--- src/rtl/seg7_capture_pkg.sv ---
// Shared definitions for the scanned 7-segment capture block:
// glyph table, FSM states, digit count and small helpers.
package seg7_capture_pkg;

   localparam int NUM_DIGITS = 4;
   localparam int SEG_W      = 7;
   localparam int SMP_W      = NUM_DIGITS + SEG_W;

   // Build-time default polarity of the segment pins
`ifdef SEG7_ACTIVE_LOW
   localparam bit ACTIVE_LOW_DEF = 1'b1;
`else
   localparam bit ACTIVE_LOW_DEF = 1'b0;
`endif

   typedef enum logic {
      ST_TRACK  = 1'b0,
      ST_LOCKED = 1'b1
   } state_e;

   localparam logic [SEG_W-1:0] SEG_TABLE [16] = '{
      7'b1000000, 7'b1111001, 7'b0100100, 7'b0110000,
      7'b0011001, 7'b0010010, 7'b0000010, 7'b1111000,
      7'b0000000, 7'b0011000, 7'b0001000, 7'b0000011,
      7'b1000110, 7'b0100001, 7'b0000110, 7'b0001110
   };

   function automatic logic is_onehot4(input logic [3:0] v);
      return (v != 4'd0) && ((v & (v - 4'd1)) == 4'd0);
   endfunction

endpackage

--- src/rtl/seg7_capture_if.sv ---
// Event output channel of the capture block: valid/ready
// handshake carrying digit index, decoded nibble and error flag.
interface seg7_capture_if;

   logic       out_valid;
   logic       out_ready;
   logic [1:0] out_idx;
   logic [3:0] out_nibble;
   logic       out_err;

   modport master (
      output out_valid,
      output out_idx,
      output out_nibble,
      output out_err,
      input  out_ready
   );

   modport slave (
      input  out_valid,
      input  out_idx,
      input  out_nibble,
      input  out_err,
      output out_ready
   );

endinterface

--- src/rtl/seg7_decode.sv ---
// Combinational glyph lookup: normalized 7-bit pattern to hex
// nibble plus a hit flag when the pattern is a known glyph.
module seg7_decode
   import seg7_capture_pkg::*;
(
   input  logic [SEG_W-1:0] pat_i,
   output logic [3:0]       nib_o,
   output logic             hit_o
);

   always_comb begin
      nib_o = 4'd0;
      hit_o = 1'b0;
      for (int i = 0; i < 16; i++) begin
         if (!hit_o && pat_i == SEG_TABLE[i]) begin
            nib_o = 4'(i);
            hit_o = 1'b1;
         end
      end
   end

endmodule

--- src/rtl/seg7_capture.sv ---
// Debounced capture of a scanned 4-digit 7-segment display; emits
// one event per newly stable digit value into a 1-deep output slot.
module seg7_capture
   import seg7_capture_pkg::*;
#(
   parameter int STABLE_CYCLES = 4,
   parameter bit ACTIVE_LOW    = ACTIVE_LOW_DEF
) (
   input  logic                   clk,
   input  logic                   rst,
   input  logic [SEG_W-1:0]       seg_in,
   input  logic [NUM_DIGITS-1:0]  dig_en,
   seg7_capture_if.master         ev,
   output logic [4*NUM_DIGITS-1:0] digits,
   output logic                   overflow
);

   localparam logic [7:0] STABLE_W = 8'(STABLE_CYCLES);

   logic [SEG_W-1:0]        seg_norm;
   logic [SMP_W-1:0]        smp_d, smp_q;
   logic [7:0]              cnt_d, cnt_q;
   state_e                  state_d, state_q;
   logic                    legal, changed, accept;
   logic [1:0]              idx;
   logic [3:0]              dec_nib, cur_nib;
   logic                    dec_hit, event_w;

   logic [4*NUM_DIGITS-1:0] digits_q;
   logic [NUM_DIGITS-1:0]   cap_q;
   logic                    vld_q, err_q, ovf_q;
   logic [1:0]              idx_q;
   logic [3:0]              nib_q;

   assign seg_norm = ACTIVE_LOW ? ~seg_in : seg_in;
   assign smp_d    = {dig_en, seg_norm};
   assign legal    = is_onehot4(dig_en);
   assign changed  = (smp_d != smp_q);

   always_comb begin
      state_d = state_q;
      cnt_d   = cnt_q;
      accept  = 1'b0;
      unique case (state_q)
         ST_TRACK: begin
            if (!legal) begin
               cnt_d = 8'd0;
            end else if (changed) begin
               cnt_d = 8'd1;
            end else begin
               cnt_d = cnt_q + 8'd1;
               if (cnt_d == STABLE_W) begin
                  accept  = 1'b1;
                  state_d = ST_LOCKED;
               end
            end
         end
         ST_LOCKED: begin
            if (changed) begin
               state_d = ST_TRACK;
               cnt_d   = legal ? 8'd1 : 8'd0;
            end
         end
         default: begin
            state_d = ST_TRACK;
            cnt_d   = 8'd0;
         end
      endcase
   end

   always_comb begin
      idx = 2'd0;
      for (int i = 0; i < NUM_DIGITS; i++) begin
         if (dig_en[i]) idx = 2'(i);
      end
   end

   seg7_decode u_dec (
      .pat_i (seg_norm),
      .nib_o (dec_nib),
      .hit_o (dec_hit)
   );

   assign cur_nib = digits_q[{idx, 2'b00} +: 4];

   // Unknown glyphs always report; known ones only on a new value
   assign event_w = accept &&
      (!dec_hit || !cap_q[idx] || cur_nib != dec_nib);

   always_ff @(posedge clk or posedge rst) begin
      if (rst) begin
         smp_q    <= '0;
         cnt_q    <= 8'd0;
         state_q  <= ST_TRACK;
         digits_q <= '0;
         cap_q    <= '0;
         vld_q    <= 1'b0;
         idx_q    <= 2'd0;
         nib_q    <= 4'd0;
         err_q    <= 1'b0;
         ovf_q    <= 1'b0;
      end else begin
         smp_q   <= smp_d;
         cnt_q   <= cnt_d;
         state_q <= state_d;
         if (accept && dec_hit) begin
            digits_q[{idx, 2'b00} +: 4] <= dec_nib;
            cap_q[idx]                  <= 1'b1;
         end
         if (event_w) begin
            if (!vld_q || ev.out_ready) begin
               vld_q <= 1'b1;
               idx_q <= idx;
               nib_q <= dec_hit ? dec_nib : 4'd0;
               err_q <= !dec_hit;
            end else begin
               ovf_q <= 1'b1;
            end
         end else if (vld_q && ev.out_ready) begin
            vld_q <= 1'b0;
         end
      end
   end

   assign ev.out_valid  = vld_q;
   assign ev.out_idx    = idx_q;
   assign ev.out_nibble = nib_q;
   assign ev.out_err    = err_q;
   assign digits        = digits_q;
   assign overflow      = ovf_q;

endmodule

--- src/flat_wrapper.sv ---
// flat-port wrapper written by rule: the top's interface ports become plain ports
module seg7_capture_flat import seg7_capture_pkg::*;
#(
   parameter int STABLE_CYCLES = 4,
   parameter bit ACTIVE_LOW    = ACTIVE_LOW_DEF
)
  (clk, rst, seg_in, dig_en, digits, overflow, ev_out_valid, ev_out_idx, ev_out_nibble, ev_out_err, ev_out_ready);
  seg7_capture_if ev_i ();
  input  logic clk;
  input  logic rst;
  input  logic [SEG_W-1:0] seg_in;
  input  logic [NUM_DIGITS-1:0] dig_en;
  output logic [4*NUM_DIGITS-1:0] digits;
  output logic overflow;
  output wire logic [$bits(ev_i.out_valid)-1:0] ev_out_valid;
  output wire logic [$bits(ev_i.out_idx)-1:0] ev_out_idx;
  output wire logic [$bits(ev_i.out_nibble)-1:0] ev_out_nibble;
  output wire logic [$bits(ev_i.out_err)-1:0] ev_out_err;
  input wire logic [$bits(ev_i.out_ready)-1:0] ev_out_ready;
  assign ev_out_valid = ev_i.out_valid;
  assign ev_out_idx = ev_i.out_idx;
  assign ev_out_nibble = ev_i.out_nibble;
  assign ev_out_err = ev_i.out_err;
  assign ev_i.out_ready = ev_out_ready;
  seg7_capture #(.STABLE_CYCLES(STABLE_CYCLES), .ACTIVE_LOW(ACTIVE_LOW)) u_core (.clk(clk), .rst(rst), .seg_in(seg_in), .dig_en(dig_en), .ev(ev_i), .digits(digits), .overflow(overflow));
endmodule
--- config.mk ---
export PLATFORM = sky130hd
export DESIGN_NAME = seg7_capture_flat
export DESIGN_NICKNAME = d
export VERILOG_FILES = /design/src/rtl/seg7_capture_pkg.sv /design/src/rtl/seg7_capture_if.sv /design/src/rtl/seg7_decode.sv /design/src/rtl/seg7_capture.sv /design/src/flat_wrapper.sv
export SDC_FILE = /design/constraint.sdc
export NUM_CORES = 1
export LEC_CHECK = 0
export BUFFER_PORTS_ARGS = -buffer_cell sky130_fd_sc_hd__buf_2
export CORE_ASPECT_RATIO = 1.5
export CORE_UTILIZATION = 60
export DETAILED_ROUTE_END_ITERATION = 6
export PLACE_DENSITY = 0.82
export SKIP_CTS_REPAIR_TIMING = 1
export SLEW_MARGIN = 20
export SYNTH_ARGS = -nofsm -noshare
export SYNTH_HDL_FRONTEND = slang
export SYNTH_SLANG_ARGS = --single-unit
export TNS_END_PERCENT = 1
--- constraint.sdc ---
create_clock -name clk -period 4 [get_ports clk]
set_clock_uncertainty 0.05 [all_clocks]
set_input_delay 0 -clock clk [delete_from_list [all_inputs] [get_ports clk]]
set_output_delay 0 -clock clk [all_outputs]
set_load 0.03 [all_outputs]
After elaboration in Yosys (flattened, before gate mapping):

Index checks and enable logic that the tools add are counted.

* logic and storage cells: 144
* input port bits: 14
* output and inout port bits: 25
* flip-flop bits (word level): 49

* order comparisons: 2
* multiplexer cells: 54
* add/subtract/negate cells: 3
* reduce and logical (&&, ||, !) cells: 48
* bitwise gates (word level): 4
* shifts and indexed selects: 3
* equal/unequal tests: 20

Operators with widths (number)
* $mux 4: 15
* $mux 1: 29
* $eq 7x7->1 const B: 4
* $mux 8: 3
* $eq 7x5->1 const B: 3
* $eq 7x6->1 const B: 3
* $logic_and 1x1->1: 20
* $logic_not 1->1: 18
* $bwmux 16: 1
* $pmux 8 s2: 1
* $shift 4x6->16 const A: 1
* $shiftx 16x5->4: 1
* $shiftx 4x6->16: 1
* $eq 7x2->1 const B: 2
* $eq 7x4->1 const B: 2
* $ne 11x11->1: 1
* $add 8x1->8 const B: 1
* $eq 8x3->1 const B: 1
* $eq 7x3->1 const B: 1
* $logic_not 7->1: 1
* $neg 4->6: 1
* $reduce_and 2->1: 3
* $and 4x4->4: 1
* $logic_not 4->1: 1
* 14 further kinds: 19

Logic depth before layout (Yosys ltp):

Gate-level depths: netlist (run 1).

* depth in word-level cells: 53
* mapped depth: 11
* gate-level depth less buffers: 8

Cells and area by module:

From an unflattened synthesis (run 1), not the netlist that was laid out.

* cells, all modules: 328
* area, all modules: 3203.1 µm²

Modules (own cells, without submodules)
* seg7_capture: seq. area each 1226.2 µm², cells each 266, area an instance 2796.4 µm², instances 1
* seg7_decode: seq. area each 0.0 µm², cells each 62, area an instance 406.6 µm², instances 1

Least setup slack after synthesis (run 1):

No wires, ideal clock.

* path kind: register to register
* start point: register u_core.cnt_q[0]
* end point: register u_core.digits_q[0], in the netlist u_core.digits[0]
* setup time: 125 ps
* required time: 3825 ps
* stages on the path, launching flop included: 9
* period minus slack after synthesis: 2479 ps
* buffers on the path: 0
* arrival time: 2304 ps
* path slack: 1521 ps
* path through: dfrtp_1 > ha_1 > and3_1 > a311oi_1 > o211a_1 > o21ai_0 > nor3_4 > nand2_4 > mux2_4

* word-level cells in the longest chain between the ends: 7

Ends and longest elaborated chain
* start, declared: RTL line seg7_capture.sv:22 `logic [7:0] cnt_d, cnt_q;`
* start signal, assigned: RTL line seg7_capture.sv:104 `cnt_q <= cnt_d;`
* $add 8x1->8: RTL line seg7_capture.sv:51 `cnt_d = cnt_q + 8'd1;`
* $eq 8x3->1: RTL line seg7_capture.sv:52 `if (cnt_d == STABLE_W) begin`
* $mux 1: RTL line seg7_capture.sv:52
* $mux 1: RTL line seg7_capture.sv:48 `end else if (changed) begin`
* $mux 1: RTL line seg7_capture.sv:46 `if (!legal) begin`
* $mux 1: RTL line seg7_capture.sv:44 `unique case (state_q)`
* $logic_and 1x1->1: RTL line seg7_capture.sv:106 `if (accept && dec_hit) begin`
* end signal, assigned by index: RTL line seg7_capture.sv:107 `digits_q[{idx, 2'b00} +: 4] <= dec_nib;`
* end, declared: RTL line seg7_capture.sv:29 `logic [4*NUM_DIGITS-1:0] digits_q;`

Every way passes these cells.
A chain may end at the register's enable or synchronous reset.

Worst setup path in the final report (run 1):

* start point: input seg_in[3]
* end point: register u_core.digits_q[8], in the netlist u_core.digits[8]

* word-level cells in the longest chain between the ends: 49
* elaborated cells on any way between the ends: 84
* classes of those cells: eq/ne (16); shift (1); mux (35); reduce/logical (32)

Ends and longest elaborated chain
* start, declared: RTL line flat_wrapper.sv:11 `input logic [SEG_W-1:0] seg_in;`
* $eq 7x7->1: RTL line seg7_decode.sv:15 `if (!hit_o && pat_i == SEG_TABLE[i]) begin`
* $mux 1: RTL line seg7_decode.sv:15
* $logic_not 1->1: RTL line seg7_decode.sv:15
* $logic_and 1x1->1: RTL line seg7_decode.sv:15
* $mux 1: RTL line seg7_decode.sv:15
* $logic_not 1->1: RTL line seg7_decode.sv:15
* $logic_and 1x1->1: RTL line seg7_decode.sv:15
* $mux 1: RTL line seg7_decode.sv:15
* (+33 left out)
* $logic_not 1->1: RTL line seg7_decode.sv:15
* $logic_and 1x1->1: RTL line seg7_decode.sv:15
* $mux 1: RTL line seg7_decode.sv:15
* $logic_not 1->1: RTL line seg7_decode.sv:15
* $logic_and 1x1->1: RTL line seg7_decode.sv:15
* $mux 4: RTL line seg7_decode.sv:15
* $shiftx 4x6->16: RTL line seg7_capture.sv:107
* $bwmux 16: RTL line seg7_capture.sv:107

Parallel ways exist; a longest one is shown, timed or not.

==> key figures, run 1 <==
Run status
  – Status: finished, final reports clean

Logic synthesis
  – Main flop type after synthesis: dfrtp_1
  – Yosys warning count: 0
  – Synth cell count leaders: 49 x dfrtp_1, 34 x nor2_1, 19 x nand2_1
  – Distinct cells, synth: 63
  – Cell area after synthesis: 3240 sq um
  – Post-Synthesis Cells: 332
  – Most instantiated library cell after synthesis: dfrtp_1
  – Largest area contributor in the netlist: dfrtp_1
  – Register area share after synthesis: 37.9%
  – Average cell area after synthesis: 9.75 sq um
  – Yosys top cell area share: 37.9%
  – Synthesized Nets: 356
  – Number of synthesized register bits: 49
  – EDFF count, synth: 0
  – Asr flop ratio synth: 100%
  – Synth top area cells: dfrtp_1 38%, mux2_4 8.3%, nor2_1 3.9%, ha_1 3.9%, mux2i_1 3.7%

Detailed routing
  – Starting DRT DRC Count: 138
  – Detailed-route via count: 2687
  – Total Wirelength: 7.51 mm
  – Via density: 6.12
  – 1st-pass router iterations: 4
  – Drt drc: 0
  – Wire length per cell: 17.1 microns
  – Post-route ant nets: 0

Critical path
  – Critical path class: primary input to flip-flop
  – Crit path cell chain: dlygate4sd3_1 -> buf_2 -> xor2_1 -> nor4_1 -> nand3_1 -> or3_1 -> nor3_4 -> nand2_4 -> mux2_4
  – Setup crit start kind: primary input
  – CP bufs+invs: 2
  – Crit path max-delay family: simple AND/OR/NAND/NOR gates
  – CP endpoint kind: flip-flop
  – Worst-path maximum fanout: 20
  – CP Data Required Time: 4.15 ns
  – Slowest stage delay, CP: 0.64 ns
  – CP Data Arrival Time: 3.16 ns
  – Worst path slowest cell: nor3_4

Global route
  – First-pass GRT wire length: 12.2 mm
  – Vias in the first global route: 2531
  – Pin count of the biggest net entering global routing: 50
  – Initial antenna violation count: 0
  – GR Overflow Total: 0
  – Total Routing Usage GR: 28.9%

Timing
  – Final slew viol count: 0
  – RSZ-0062 raised after global routing: no
  – Final Hold Fails: 0
  – Min Tclk post-route: 3.01 ns
  – Slew HR: 45.1%
  – Setup TNS: 0 ns
  – Count of final setup violators: 0
  – Post-route setup slack: 0.989 ns
  – Max Clk Rate: 0.332 GHz
  – Hold slack: 0.357 ns
  – Worst-margin pin slew: 0.823 ns
  – Final Cycle Share: 75.3%

Place
  – Final GP Congestion: 0.804
  – Buffers on Ports: 38
  – Post-DP HPWL: 5.17 mm
  – Placed cells: 418
  – Pre-CTS WS: 1.15 ns

Clock tree
  – Clock buffer depth: 2
  – Worst skew pair latency: 0.31 ns
  – H-Tree Level Count: 2
  – Clock sinks: 49
  – CTS clk-pin slew, worst paths: 0.10 ns
  – CTS Buf Count: 5
  – CTS root buf: clkbuf_8
  – TritonCTS clock tree: yes

Min path
  – Hold WC Path Type: primary input to async pin

Job
  – Max-cap violations: 0

Floorplan
  – Die Wd: 62.0 microns
  – Die area: 5700 sq um
  – Cell Rows: 32
  – Starting Density: 62.7%
  – I/O pin count: 39
  – Core Footprint: 5160 sq um
  – Height of the die: 92.0 microns

Pwr
  – Peak supply drop: 227 uV
  – Overall Power: 0.000992 W
  – Cell Pwr Density: 273 nW/um^2
  – Leak pwr: 1.81 nW

Final layout
  – P&R area growth vs syn: 12.3%
  – Post-route insts no fill: 439
  – Antenna Cells: 0
  – Nets: 394
  – Layout cells sized above 1: 21.3%
-- per-layer routing --
| layer | part of all wire, % | global-route usage, % |
|---|---|---|
| met3 | 4.3 | 6.21 |
| met4 | 3.8 | 13.0 |
| met1 | 41 | 35.8 |
| met5 | 0 | 0 |
| met2 | 51 | 46.5 |
-- worst paths after layout --
kind,cells past startpoint,end,start,slack [ns]
setup / recovery,9,u_core.digits[8],seg_in[3],0.99
hold / removal,3,u_core.cnt_q[2],rst,0.36
max in group asynchronous,3,u_core.smp_q[0],rst,3.04
setup reg to reg,7,u_core.digits[8],u_core.smp_q[9],1.09
min in group clk,2,u_core.smp_q[7],dig_en[0],0.36
hold reg to reg,1,u_core.cap_q[0],u_core.cap_q[0],0.42
-- where the power goes --
| part | internal (W) | switching [W] | leakage (nW) |
|---|---|---|---|
| sequential | 0.000502 | 0.00000454 | 0.632 |
| combinational | 0.0000459 | 0.0000786 | 1.12 |
| clock | 0.000188 | 0.000174 | 0.0585 |
-- cell usage in the layout (no fill, tap or decap), drive strengths merged, types with 4 or more instances in the layout --
master and count:
nand3 11, o211ai 4, mux2i 12, o21ai 18, buf 38, a21oi 8
nor2 34, nand3b 4, ha 10, and3 4, or3 6, nor3 11
dfrtp 49, and2 4, nor3b 5, mux2 20, a21o 6, xor2 13
nand2 23, nor4 5, clkbuf 5, dlygate4sd3 13, inv 15
-- logic make-up (layout without fill, tap and decap cells) --
| family | count (synthesis) | in the layout | share of synthesized area, % |
|---|---|---|---|
| compound gates | 65 | 65 | 14.1 |
| flops | 49 | 49 | 37.9 |
| mux | 32 | 32 | 12.8 |
| fa+ha+maj | 10 | 10 | 3.87 |
| simple gates | 127 | 127 | 22.1 |
| xor+xnor | 14 | 14 | 3.79 |
| buf+inv | 35 | 74 | 5.49 |
-- registers in the layout, summed over array words and instances (netlist names) --
signal	flops
u_core.cap_q	4
u_core.cnt_q	8
u_core.digits	16
u_core.ev.out_err	1
u_core.ev.out_idx	2
u_core.ev.out_nibble	4
u_core.ev.out_valid	1
u_core.overflow	1
u_core.smp_q	11
u_core.state_q	1
-- metrics by stage --
| stage | utilization, % | cell area, sq um |
|---|---|---|
| finish | 70.4 | 3630 |
| global route | 70.4 | 3630 |
| CTS | 67.8 | 3500 |
| detailed placement | 65.6 | 3390 |
| global placement | 65.6 | 3390 |
| floorplan | - | 3240 |
-- worst register-to-register path: stages, from the launching register on --
cell and delay, ns:
dfrtp_1 0.39, xor2_1 0.15, nor4_1 0.28, nand3_1 0.16, or3_1 0.62, nor3_4 0.64
nand2_4 0.17, mux2_4 0.33
-- cell type report --
type / instances / area [sq um]
Inverter: 15 / 57.6
Fill cell: 390 / 1530
Tap cell: 68 / 85.1
Timing Repair Buffer: 51 / 320
Multi-Input combinational cell: 248 / 1830
Clock buffer: 5 / 68.8
Clock inverter: 3 / 43.8
Sequential cell: 49 / 1230
(Power assumes the default switching activity.)
==> run 2, diff against run 1 <==
--- a/config.mk
+++ b/config.mk
@@ -5,11 +5,12 @@
 export SDC_FILE = /design/constraint.sdc
 export NUM_CORES = 1
 export LEC_CHECK = 0
+export ABC_AREA = 1
 export BUFFER_PORTS_ARGS = -buffer_cell sky130_fd_sc_hd__buf_2
 export CORE_ASPECT_RATIO = 1.5
-export CORE_UTILIZATION = 60
+export CORE_UTILIZATION = 58
 export DETAILED_ROUTE_END_ITERATION = 6
-export PLACE_DENSITY = 0.82
+export PLACE_DENSITY = 0.8
 export SKIP_CTS_REPAIR_TIMING = 1
 export SLEW_MARGIN = 20
 export SYNTH_ARGS = -nofsm -noshare
==> constraint.sdc (replaced) <==
create_clock -name clk -period 2.85 [get_ports clk]
set_clock_uncertainty 0.05 [all_clocks]
set_input_delay 0 -clock clk [delete_from_list [all_inputs] [get_ports clk]]
set_output_delay 0 -clock clk [all_outputs]
set_load 0.03 [all_outputs]
==> run 2 against run 1 <==
  * Die area decreased by 3.9%
  * Hold slack worse by 0.30 ns
  * Area after synthesis is 7.2% lower
  * Critical path type is now flip-flop to flip-flop
==> key figures, run 2 <==
Critical path
  – Worst R2R Setup Slack: 0.35 ns
  – Worst-path maximum fanout: 5
  – CP Data Arrival Time: 2.66 ns
  – Reg-to-reg critical path endpoint: u_core.digits[13]
  – Worst r2r src: u_core.cnt_q[0]
  – CP endpoint kind: flip-flop
  – Worst R2R Path Depth: 14
  – Setup crit start kind: flip-flop
  – CP Data Required Time: 3.00 ns
  – Critical path class: flip-flop to flip-flop

Logic synthesis
  – Most instantiated library cell after synthesis: nand2_1
  – Yosys top cell area share: 40.8%
  – Distinct cells, synth: 42
  – Yosys warning count: 0
  – Synthesized Nets: 389
  – Average cell area after synthesis: 8.23 sq um
  – Synth top area cells: dfrtp_1 41%, nand2_1 10%, nand3_1 5.2%, inv_1 4.9%, ha_1 4.2%
  – Register area share after synthesis: 40.8%
  – Main flop type after synthesis: dfrtp_1
  – Post-Synthesis Cells: 365
  – Asr flop ratio synth: 100%
  – Number of synthesized register bits: 49
  – Cell area after synthesis: 3000 sq um
  – Synth cell count leaders: 83 x nand2_1, 49 x dfrtp_1, 39 x inv_1
  – Largest area contributor in the netlist: dfrtp_1
  – EDFF count, synth: 0

Final layout
  – Post-route insts no fill: 486
  – Nets: 443
  – Most frequent cells in the layout: 83 x nand2_1, 49 x dfrtp_1, 38 x inv_1, 38 x buf_2, 31 x nand3_1
  – Max reg flops: 16
  – Layout cells sized above 1: 21.7%
  – Post-route cell area: 3470 sq um
  – P&R area growth vs syn: 15.6%
  – Antenna Cells: 0
  – Commonest non-fill, non-tap cell in the layout: nand2_1
  – Fillers: 393

Detailed routing
  – Total Wirelength: 6.48 mm
  – Post-route ant nets: 0
  – Via density: 5.42
  – Wire length per cell: 13.3 microns
  – Drt drc: 0
  – Detailed-route via count: 2632
  – 1st-pass router iterations: 4
  – Starting DRT DRC Count: 140

Clock tree
  – CTS Buf Count: 5
  – Clock sinks: 49
  – Clock buffer depth: 2
  – CTS clk-pin slew, worst paths: 0.09 ns
  – CTS root buf: clkbuf_8
  – Worst skew pair latency: 0.30 ns
  – TritonCTS clock tree: yes
  – H-Tree Level Count: 2

Pwr
  – Peak supply drop: 314 uV
  – Cell Pwr Density: 370 nW/um^2
  – Leak pwr: 1.77 nW

Place
  – Buffers on Ports: 38
  – Placement-stage cell area: 3260 sq um
  – Pre-CTS WS: 0.353 ns
  – Final GP Congestion: 0.880
  – Placed cells: 466
  – Post-DP HPWL: 4.83 mm

Floorplan
  – I/O pin count: 39
  – Die Wd: 60.8 microns
  – Cell Rows: 31
  – Height of the die: 90.1 microns
  – Starting Density: 61.4%
  – Core Footprint: 4890 sq um
  – Die area: 5480 sq um

Timing
  – Count of final setup violators: 0
  – Slew HR: 46.2%
  – Final Hold Fails: 0
  – Final Cycle Share: 87.9%
  – RSZ-0062 raised after global routing: no
  – Hold slack: 0.0526 ns
  – Worst-margin pin slew: 0.806 ns
  – Final slew viol count: 0
  – Min Tclk post-route: 2.50 ns
  – Post-route setup slack: 0.345 ns
  – Setup TNS: 0 ns
  – Max Clk Rate: 0.399 GHz

Global route
  – First-pass GRT wire length: 11.1 mm
  – Vias in the first global route: 2523
  – Pin count of the biggest net entering global routing: 50
  – GR Overflow Total: 0
  – Total Routing Usage GR: 26.4%
  – Initial antenna violation count: 0

Job
  – Max-cap violations: 0

Min path
  – Hold Startpoint: ev_out_ready
  – Hold depth: 4
  – Hold WC Path Type: primary input to flip-flop
  – Worst Hold Path EP: u_core.ev.out_valid

Run status
  – Status: finished, final reports clean
[run 2: cell count changes after synthesis, moves of 7 or more]
cell     before  now
nor2_2        0    7
nand4_1       1   16
nand2_1      19   83
a21oi_1       8    0
nand3_1      11   31
mux2_4       18    0
inv_1        14   39
buf_2        10    2
mux2i_1      12    0
[run 2: routing by layer]
metal  routed length [microns]  global-route usage (%)  share of wire (%)  vias to the layer above
met3                       232                    3.74                3.6                       10
met2                      3340                    44.5                 52                       68
met1                      2780                    32.3                 43                     1243
met4                       124                    11.4                1.9                        0
li1                          -                       -                  -                     1311
met5                         0                       0                  0                        -
[run 2: worst max-delay path by stage]
stage	cells after the start	slack, ns	start	endpoint
2_1_floorplan	14	0.65	u_core.cnt_q[0]	u_core.digits[12]
3_3_place_gp	14	0.49	u_core.cnt_q[0]	u_core.digits[15]
3_5_place_dp	14	0.35	u_core.cnt_q[0]	u_core.digits[13]
4_1_cts	14	0.33	u_core.cnt_q[0]	u_core.digits[14]
5_1_grt	14	0.02	u_core.cnt_q[0]	u_core.digits[12]
6_report	14	0.35	u_core.cnt_q[0]	u_core.digits[13]
[run 2: cell families (layout without fill, tap and decap cells)]
group	count (synthesis)	count (layout)	synth area share (%)
flip-flops	49	49	40.8
AND/OR/NAND/NOR	207	207	35.9
adder cells (fa/ha/maj)	10	10	4.17
AO/OA/AOI/OAI	31	31	7.25
XOR/XNOR	17	17	4.96
buffers and inverters	51	106	6.92
[run 2: layout make-up]
cell class	count	area (sq um)	share of cell area, %
well taps	66	82.6	2.38
multi-input cells	265	1580	45.4
repair buffers	52	325	9.37
clock inverters	3	17.5	0.505
clock buffers	5	68.8	1.98
inverters	46	176	5.08
flip-flops and latches	49	1230	35.3
[run 2: critical path, stage by stage, from the launching register on]
cell	delay, ns
dfrtp_1	0.43
ha_1	0.22
nand3_1	0.12
nor2_1	0.11
nand2_1	0.07
xor2_1	0.22
inv_1	0.13
nor3_2	0.19
nand3_1	0.13
nor3_4	0.19
nand2_2	0.14
nor2_2	0.21
inv_2	0.08
nand2_1	0.07
nand2_1	0.05
[run 2: power by group]
part           total [W]  leakage [nW]  internal, W  switching [W]
clock           0.000404        0.0439     0.000170       0.000234
combinational   0.000173          1.07    0.0000614       0.000111
sequential      0.000708         0.653     0.000704     0.00000491
total            0.00129          1.77     0.000935       0.000350
[run 2: metrics by stage]
stage | total power (W) | util, %
3_5_place_dp | 0.000881 | 66.7
4_1_cts | 0.00128 | 68.4
6_report | 0.00129 | 71.0
2_1_floorplan | 0.000836 | -
5_1_grt | 0.00135 | 71.0
3_3_place_gp | 0.000877 | 66.7
